**src/rtl/adc_capture_trigger.sv**
```systemverilog
// Pre/post-trigger capture of decimated ADC samples into a circular sample RAM.
// Freezes after the post-trigger window; re-arms on a rising edge of VGA_WRITE_DONE.
//
// state     | meaning
// ARM       | filling the pre-trigger window, trigger ignored
// WAIT_TRIG | writing continuously, watching for a level crossing or timeout
// POST      | writing the post-trigger window
// HOLD      | capture frozen until the display stage releases it
module adc_capture_trigger #(
    parameter int RAM_AW       = 11,
    parameter int PRE_SAMPLES  = 320,
    parameter int POST_SAMPLES = 320,
    parameter int AUTO_TIMEOUT = 2048
) (
    input  logic              CLK_50MHZ,
    input  logic              MASTER_RST,
    input  logic [7:0]        ADC_DATA,
    input  logic [5:0]        TIME_BASE,
    input  logic [7:0]        TRIG_LEVEL,
    input  logic              TRIG_SLOPE,
    input  logic              VGA_WRITE_DONE,
    output logic [7:0]        ADC_RAM_WR_DATA,
    output logic [RAM_AW-1:0] ADC_RAM_WR_ADDR,
    output logic              ADC_RAM_WE,
    output logic [RAM_AW-1:0] TRIG_ADDR,
    output logic              CAPTURE_DONE,
    output logic              TRIG_AUTO
);

    localparam int SMP_MAX = (PRE_SAMPLES > POST_SAMPLES) ? PRE_SAMPLES : POST_SAMPLES;
    localparam int SCW     = $clog2(SMP_MAX + 1);
    localparam int TCW     = $clog2(AUTO_TIMEOUT + 1);
    localparam logic [SCW-1:0] PRE_LAST  = SCW'(PRE_SAMPLES - 1);
    localparam logic [SCW-1:0] POST_LAST = SCW'(POST_SAMPLES - 1);
    localparam logic [TCW-1:0] TMO_MAX   = TCW'(AUTO_TIMEOUT);

    typedef enum logic [1:0] {ARM, WAIT_TRIG, POST, HOLD} state_t;

    state_t            state;
    logic [5:0]        presc;
    logic [RAM_AW-1:0] waddr;
    logic [SCW-1:0]    smp_cnt;
    logic [TCW-1:0]    tmo_cnt;
    logic [7:0]        prev;
    logic              vga_q;
    logic              strobe;
    logic              level_hit;
    logic              vga_rise;

    // >= rather than == so a TIME_BASE lowered mid-count still strobes promptly
    assign strobe   = (presc >= TIME_BASE);
    assign vga_rise = VGA_WRITE_DONE & ~vga_q;

    always_comb begin
        level_hit = 1'b0;
        if (TRIG_SLOPE)
            level_hit = (prev > TRIG_LEVEL) && (ADC_DATA <= TRIG_LEVEL);
        else
            level_hit = (prev < TRIG_LEVEL) && (ADC_DATA >= TRIG_LEVEL);
    end

    always_ff @(posedge CLK_50MHZ or posedge MASTER_RST) begin
        if (MASTER_RST)
            presc <= '0;
        else if (strobe)
            presc <= '0;
        else
            presc <= presc + 6'd1;
    end

    always_ff @(posedge CLK_50MHZ or posedge MASTER_RST) begin
        if (MASTER_RST) begin
            state           <= ARM;
            waddr           <= '0;
            smp_cnt         <= '0;
            tmo_cnt         <= '0;
            prev            <= '0;
            vga_q           <= 1'b0;
            ADC_RAM_WE      <= 1'b0;
            ADC_RAM_WR_DATA <= '0;
            ADC_RAM_WR_ADDR <= '0;
            TRIG_ADDR       <= '0;
            CAPTURE_DONE    <= 1'b0;
            TRIG_AUTO       <= 1'b0;
        end else begin
            vga_q      <= VGA_WRITE_DONE;
            ADC_RAM_WE <= 1'b0;
            if (strobe)
                prev <= ADC_DATA;

            if (state != HOLD && strobe) begin
                ADC_RAM_WR_DATA <= ADC_DATA;
                ADC_RAM_WR_ADDR <= waddr;
                ADC_RAM_WE      <= 1'b1;
                waddr           <= waddr + 1'b1;
            end

            case (state)
                ARM: begin
                    if (strobe) begin
                        if (smp_cnt == PRE_LAST) begin
                            smp_cnt <= '0;
                            tmo_cnt <= '0;
                            state   <= WAIT_TRIG;
                        end else begin
                            smp_cnt <= smp_cnt + 1'b1;
                        end
                    end
                end
                WAIT_TRIG: begin
                    // a genuine crossing takes priority over the timeout
                    if (strobe) begin
                        if (level_hit) begin
                            TRIG_ADDR <= waddr;
                            TRIG_AUTO <= 1'b0;
                            smp_cnt   <= '0;
                            state     <= POST;
                        end else if (tmo_cnt == TMO_MAX) begin
                            TRIG_ADDR <= waddr;
                            TRIG_AUTO <= 1'b1;
                            smp_cnt   <= '0;
                            state     <= POST;
                        end else begin
                            tmo_cnt <= tmo_cnt + 1'b1;
                        end
                    end
                end
                POST: begin
                    if (strobe) begin
                        if (smp_cnt == POST_LAST) begin
                            smp_cnt <= '0;
                            state   <= HOLD;
                        end else begin
                            smp_cnt <= smp_cnt + 1'b1;
                        end
                    end
                end
                HOLD: begin
                    // done flag waits one cycle so the final RAM write has landed
                    CAPTURE_DONE <= 1'b1;
                    if (vga_rise) begin
                        CAPTURE_DONE <= 1'b0;
                        state        <= ARM;
                    end
                end
                default: state <= ARM;
            endcase
        end
    end

endmodule

```
**config.mk**
```make
export PLATFORM = sky130hd
export DESIGN_NAME = adc_capture_trigger
export DESIGN_NICKNAME = d
export VERILOG_FILES = /design/src/rtl/adc_capture_trigger.sv
export SDC_FILE = /design/constraint.sdc
export NUM_CORES = 1
export LEC_CHECK = 0
export ABC_CLOCK_PERIOD_IN_PS = 3300
export CORE_MARGIN = 8
export CORE_UTILIZATION = 35
export DETAILED_ROUTE_END_ITERATION = 10
export PLACE_DENSITY = 0.56
export SLEW_MARGIN = 20
export SYNTH_ARGS = -nofsm -noshare
export SYNTH_HDL_FRONTEND = slang
export SYNTH_SLANG_ARGS = --single-unit
```
**constraint.sdc**
```tcl
create_clock -name CLK_50MHZ -period 3.3 [get_ports CLK_50MHZ]
set_clock_uncertainty 0.1 [all_clocks]
set_input_delay 0.33 -clock CLK_50MHZ [delete_from_list [all_inputs] [get_ports CLK_50MHZ]]
set_output_delay 0.33 -clock CLK_50MHZ [all_outputs]
set_load 0.02 [all_outputs]
```
==> results.cfg, run 1 <==
[clocking]
cts_tree = built
clock-sinks = 82
post-cts-setup-buffers = 0
insertion_delay_ps = 340
cts_resized = 0
cts.clk_slew.worst_paths_ps = 60
numCtsBuffers = 9
clockRootBuffer = clkbuf_16
ctsHoldBuffers = 0
cts_buffer_depth = 2
htreeDepth = 3

[global_route]
antenna_found_initial = 0
gr-total-overflow = 0
first_global_vias = 3321
grt_pass1_wl_mm = 15.84
grt_use_total_pct = 12.24
grt_max_degree = 56

[finish]
fin_cells = 617
layout.cells.most_common = dfrtp_1
n_antenna_cell = 0
drive_gt1_share_pct = 18.94
final_cell_mix = 82 x dfrtp_1, 58 x clkdlybuf4s50_1, 41 x mux2_2, 31 x ha_1, 26 x o21ai_0
area_growth_pct = 29.18
nets = 523

[power_and_ir_drop]
vdd_drop_max_v = 0.0003267
p_int_mw = 2.453
pwr-share-comb_pct = 32.6
power_frac_clock_pct = 28.6
power_density_nw_per_um2 = 656.4
swShare_pct = 31.28
switchingPower_mw = 1.117
leakagePower_nw = 2.457
seqPwrFrac_pct = 38.8

[routing]
ant_nets = 0
avgRoutedWirePerCell_um = 14.57
vias = 3143
vias_per_cell = 5.094
wl_mm = 8.989
dr.pass1.iters = 4
drcViolationCount = 0
first_iter_violations = 134

[timing]
fin_crit_sh_pct = 92.05
worst_pin_slew_ps = 510.9
final_max_slew_viol_count = 0
hold_viol_final = 0
setup_ws_ps = 262.5
relSlewSlack_pct = 65.90
max_freq_mhz = 329.2
final-setup-viol-count = 0
rsz0062_at_grt = no
post-route-min-period_ps = 3038

[synthesis]
yosys_warnings = 0
syn_inst = 385
synth-async-reset-ratio_pct = 100.0
syn_nets = 442
synth-seq-cells = 82
synthFlopType = dfrtp_1
synth_area_leaders = dfrtp_1 49%, mux2_2 11%, ha_1 9.2%
yosysUniqueCellTypes = 43
synth-edff-count = 0
synth_top_area_cell = dfrtp_1
synth.top_cell.area_share_pct = 48.74
synth_area_per_cell_um2 = 10.94
synth_area_um2 = 4210
synth-seq-area-share_pct = 48.74

[floorplan]
die_area_um2 = 15800
die_y_um = 125.7
ios = 59
rows = 40
initial_core_util_pct = 35.50
die_x_um = 125.7
design.core.area_um2 = 11860

[run]
cap_violations = 0

[setup_path]
start_kind = input pin
worst-endpoint-arrival_ps = 3180
critPathCaptureType = register
critPathKind = in -> reg
worstPathRequired_ps = 3440
path_max_fanout = 6

[placed_design]
hpwl_mm = 6.604
place_inst = 602
io_buffers = 58
gp_congestion = 0.8006
detailedPlace.worstSlack_ps = -99.87

[worst_hold_path]
hp-class = in -> async

[status]
status = completed
## critical path: stages
cell	delay, ps
clkdlybuf4s50_1	460
inv_1	50
ha_1	280
nor2b_1	130
o211ai_1	110
a311o_1	340
a2111oi_2	290
a31oi_1	80
buf_4	160
a311o_1	380
or2_4	300
o41ai_2	260
## power groups by stage
stage / logic (mW) / registers (mW) / clock network (mW)
floorplan: 0.636 / 1.47 / 0
global placement: 1.16 / 1.40 / 0
detailed placement: 1.18 / 1.41 / 0
CTS: 1.19 / 1.39 / 1.05
global route: 1.30 / 1.42 / 1.09
finish: 1.16 / 1.39 / 1.02
## state kept, by name, summed over array words and instances, names as in the netlist
name	flops
ADC_RAM_WE	1
ADC_RAM_WR_ADDR	11
ADC_RAM_WR_DATA	8
CAPTURE_DONE	1
TRIG_ADDR	11
TRIG_AUTO	1
presc	6
prev	8
smp_cnt	9
state	2
tmo_cnt	12
vga_q	1
waddr	11
## cell usage after synthesis, types with 2 or more instances
cell and instances:
a21boi_0 2, a21oi_1 17, a311o_1 2, a31oi_1 8, and2_1 6, and3_1 9
clkbuf_1 10, dfrtp_1 82, ha_1 31, inv_1 26, mux2_2 41, nand2_1 21
nand2b_1 10, nand3_1 14, nand4_1 10, nor2_1 13, nor2b_1 6, nor3_1 2
o211ai_1 3, o21a_1 2, o21ai_0 26, o2bb2ai_1 2, o311ai_0 2, o31ai_1 6
or3_1 4, xnor2_1 9, xor2_1 5
## path summary, 6_finish.rpt
path	cells past startpoint	from	endpoint	slack, ps
setup reg to reg	10	prev[1]	tmo_cnt[8]	600
setup / recovery	12	TRIG_LEVEL[1]	smp_cnt[5]	260
max in group asynchronous	3	MASTER_RST	waddr[4]	2220
hold reg to reg	2	prev[0]	prev[0]	390
min in group CLK_50MHZ	1	VGA_WRITE_DONE	vga_q	370
hold / removal	2	MASTER_RST	presc[1]	230
## final cells by class
cell class              count  area (um2)
repair buffers             81       778.2
inverters                  26       98.84
fillers                  1092        6422
clock buffers              10       239.0
multi-input cells         266        2024
clock inverters             5       62.56
flip-flops and latches     82        2052
well taps                 147       183.9
## layer usage
metal | GRT usage, % | vias up | wire length [um]
met5 | 0 | - | 0
met2 | 19.29 | 60 | 4091
met1 | 14.74 | 1531 | 4190
met4 | 5.731 | 0 | 167
li1 | - | 1540 | -
met3 | 4.219 | 12 | 539
## logic make-up (layout without fill, tap and decap cells)
| kind of cell | after synthesis | in the layout | synth area share [%] |
|---|---|---|---|
| XOR/XNOR | 14 | 14 | 2.912 |
| flip-flops | 82 | 82 | 48.74 |
| multiplexers | 42 | 42 | 11.20 |
| buffers and inverters | 37 | 122 | 3.388 |
| AND/OR/NAND/NOR | 102 | 102 | 12.96 |
| AO/OA/AOI/OAI | 77 | 77 | 11.59 |
| adder cells (fa/ha/maj) | 31 | 31 | 9.212 |
## through the flow
stage	instance area, um2	util (%)	hold slack [ps]	power [mW]	setup TNS (ps)
floorplan	4210	-	261.4	2.110	0
global placement	5137	43.31	370.8	2.560	-315.8
detailed placement	5137	43.31	374.5	2.586	-1055
CTS	5439	45.85	243.5	3.631	0
global route	5439	45.85	288.5	3.815	0
finish	5439	45.85	231.0	3.570	0
(Power assumes the default switching activity.)
==> run 2: changes to the inputs <==
- TNS_END_PERCENT: not set -> 50
==> results of run 2 <==
Same layout as run 1: the final DEF is identical, and so are final timing and power.
==> run 3: changes to the inputs <==
- CORE_MARGIN: 8 -> not set
- GPL_TIMING_DRIVEN: not set -> 1
- SLEW_MARGIN: 20 -> not set
==> run 3 against run 2 <==
The run now ends with DRC left. Clock power down 8%. Die area down 21%. Power down 2.1%. Core utilization up 1.1 points. Routed wire length down 4.6%. Hold slack worse by 8.1 ps. Sequential power about the same. Largest cell class unchanged.
==> results.cfg, run 3 (same netlist as run 1, synthesis figures left out) <==
[setup_path]
crit_chain = clkdlybuf4s50_1 -> inv_1 -> ha_1 -> nor2b_1 -> o211ai_1 -> a311o_1 -> a2111oi_4 -> a31oi_2 -> buf_4 -> a311o_2 -> or2_4 -> o41ai_2
cp_top_family = compound AO/OA/AOI/OAI gates
path_max_fanout = 8
rr_startpoint = prev[1]
crit_slowest_cell = clkdlybuf4s50_1
worstPathRequired_ps = 3430
r2r_slack_ps = 510
reg2regPathDepth = 10
start_kind = input pin
crit_buf_inv = 3
worst-endpoint-arrival_ps = 3250
r2r_end = smp_cnt[5]
critPathCaptureType = register
crit_path_max_incr_delay_ps = 450
critPathKind = in -> reg

[global_route]
grt_use_total_pct = 14.93
grt_pass1_wl_mm = 14.80
gr-total-overflow = 0
grt_max_degree = 30
antenna_found_initial = 0
first_global_vias = 3147

[placed_design]
gp_congestion = 0.7978
io_buffers = 58
place_inst = 598
detailedPlace.worstSlack_ps = -475.2
hpwl_mm = 6.211

[routing]
drcViolationCount = 1
avgRoutedWirePerCell_um = 13.92
vias = 3144
ant_nets = 0
wl_mm = 8.573
first_iter_violations = 96
dr.pass1.iters = 8
vias_per_cell = 5.104

[floorplan]
rows = 39
die_area_um2 = 12470
design.core.area_um2 = 11560
ios = 59
die_y_um = 111.7
die_x_um = 111.7
initial_core_util_pct = 36.41

[clocking]
clock-sinks = 82
insertion_delay_ps = 340
cts_tree = built
cts.clk_slew.worst_paths_ps = 60
htreeDepth = 3
cts_buffer_depth = 2
ctsHoldBuffers = 0
numCtsBuffers = 9
clockRootBuffer = clkbuf_16

[timing]
final-setup-viol-count = 0
post-route-min-period_ps = 3111
relSlewSlack_pct = 58.15
final_max_slew_viol_count = 0
setup_ws_ps = 188.8
worst_pin_slew_ps = 624.1
max_freq_mhz = 321.4
tns_ps = 0
rsz0062_at_grt = no
hold_viol_final = 0
fin_crit_sh_pct = 94.28

[run]
cap_violations = 0

[finish]
fin_cells = 616
area_growth_pct = 28.92
layout.cells.most_common = dfrtp_1
nets = 525
top_register = tmo_cnt
final_cell_mix = 82 x dfrtp_1, 58 x clkdlybuf4s50_1, 41 x mux2_2, 31 x ha_1, 26 x o21ai_0
drive_gt1_share_pct = 19.66
n_antenna_cell = 0
fill_cells = 1061
seq_area_um2 = 2052
multiInputGateArea_um2 = 2051
largest_reg_flops = 12

[status]
status = finished with violations
violations = DRC

[worst_hold_path]
hp-class = in -> async

[power_and_ir_drop]
leakagePower_nw = 2.461
vdd_drop_max_v = 0.0004042
power_density_nw_per_um2 = 643.8
power_mw = 3.494
[run 3: what timing repair did]
action                                 4_1_cts  5_1_grt
setup endpoints to repair                   12       13
pin swaps                                    0        1
endpoints found under the hold margin        0        0
gates resized for setup                      1        3
setup buffers                                0        2
[run 3: how the worst max path moves through the flow]
stage	startpoint	end	slack [ps]	cells past startpoint
floorplan	TRIG_LEVEL[1]	TRIG_ADDR[0]	560	11
global placement	TRIG_LEVEL[1]	TRIG_ADDR[4]	-410	11
finish	TRIG_LEVEL[1]	smp_cnt[5]	190	12
global route	TRIG_LEVEL[1]	smp_cnt[5]	20	12
CTS	TRIG_LEVEL[1]	smp_cnt[5]	50	12
detailed placement	TRIG_LEVEL[1]	TRIG_ADDR[6]	-480	11
[run 3: final cells by class]
cell class,count,share of cell area (%)
Sequential cell,82,37.81
Multi-Input combinational cell,266,37.78
Timing Repair Buffer,83,14.15
Clock buffer,10,4.219
Tap cell,143,3.296
Inverter,26,1.821
Clock inverter,6,0.9221
[run 3: worst reg2reg max path: cells and delay by family (launching register included)]
| kind | cells | cell delay, ps |
|---|---|---|
| AOI/OAI and AO/OA | 5 | 1130 |
| buffers and inverters | 1 | 180 |
| adders and majority gates | 1 | 290 |
| and+or+nand+nor | 3 | 600 |
| DFF | 1 | 380 |
[run 3: stage by stage]
step / util (%) / cell area (um2) / hold slack [ps]
detailed placement: 44.16 / 5107 / 373.6
floorplan: - / 4210 / 261.4
CTS: 46.63 / 5393 / 238.4
finish: 46.93 / 5428 / 222.9
global route: 46.93 / 5428 / 258.7
global placement: 44.16 / 5107 / 370.6
[run 3: metal layers]
| layer | share of wire, % | vias to the layer above | GRT usage [%] |
|---|---|---|---|
| met5 | 0 | - | 0 |
| met4 | 1.4 | 0 | 5.586 |
| met3 | 5.1 | 9 | 5.008 |
| met2 | 47 | 50 | 23.81 |
| met1 | 46 | 1539 | 18.75 |
| li1 | - | 1546 | - |
[run 3: where the power goes]
| part | switching, mW | leakage, nW | total [mW] | internal (mW) |
|---|---|---|---|---|
| combinational | 0.557 | 1.28 | 1.17 | 0.612 |
| sequential | 0.156 | 1.05 | 1.38 | 1.23 |
| clock | 0.423 | 0.130 | 0.941 | 0.518 |
| total | 1.14 | 2.46 | 3.49 | 2.36 |
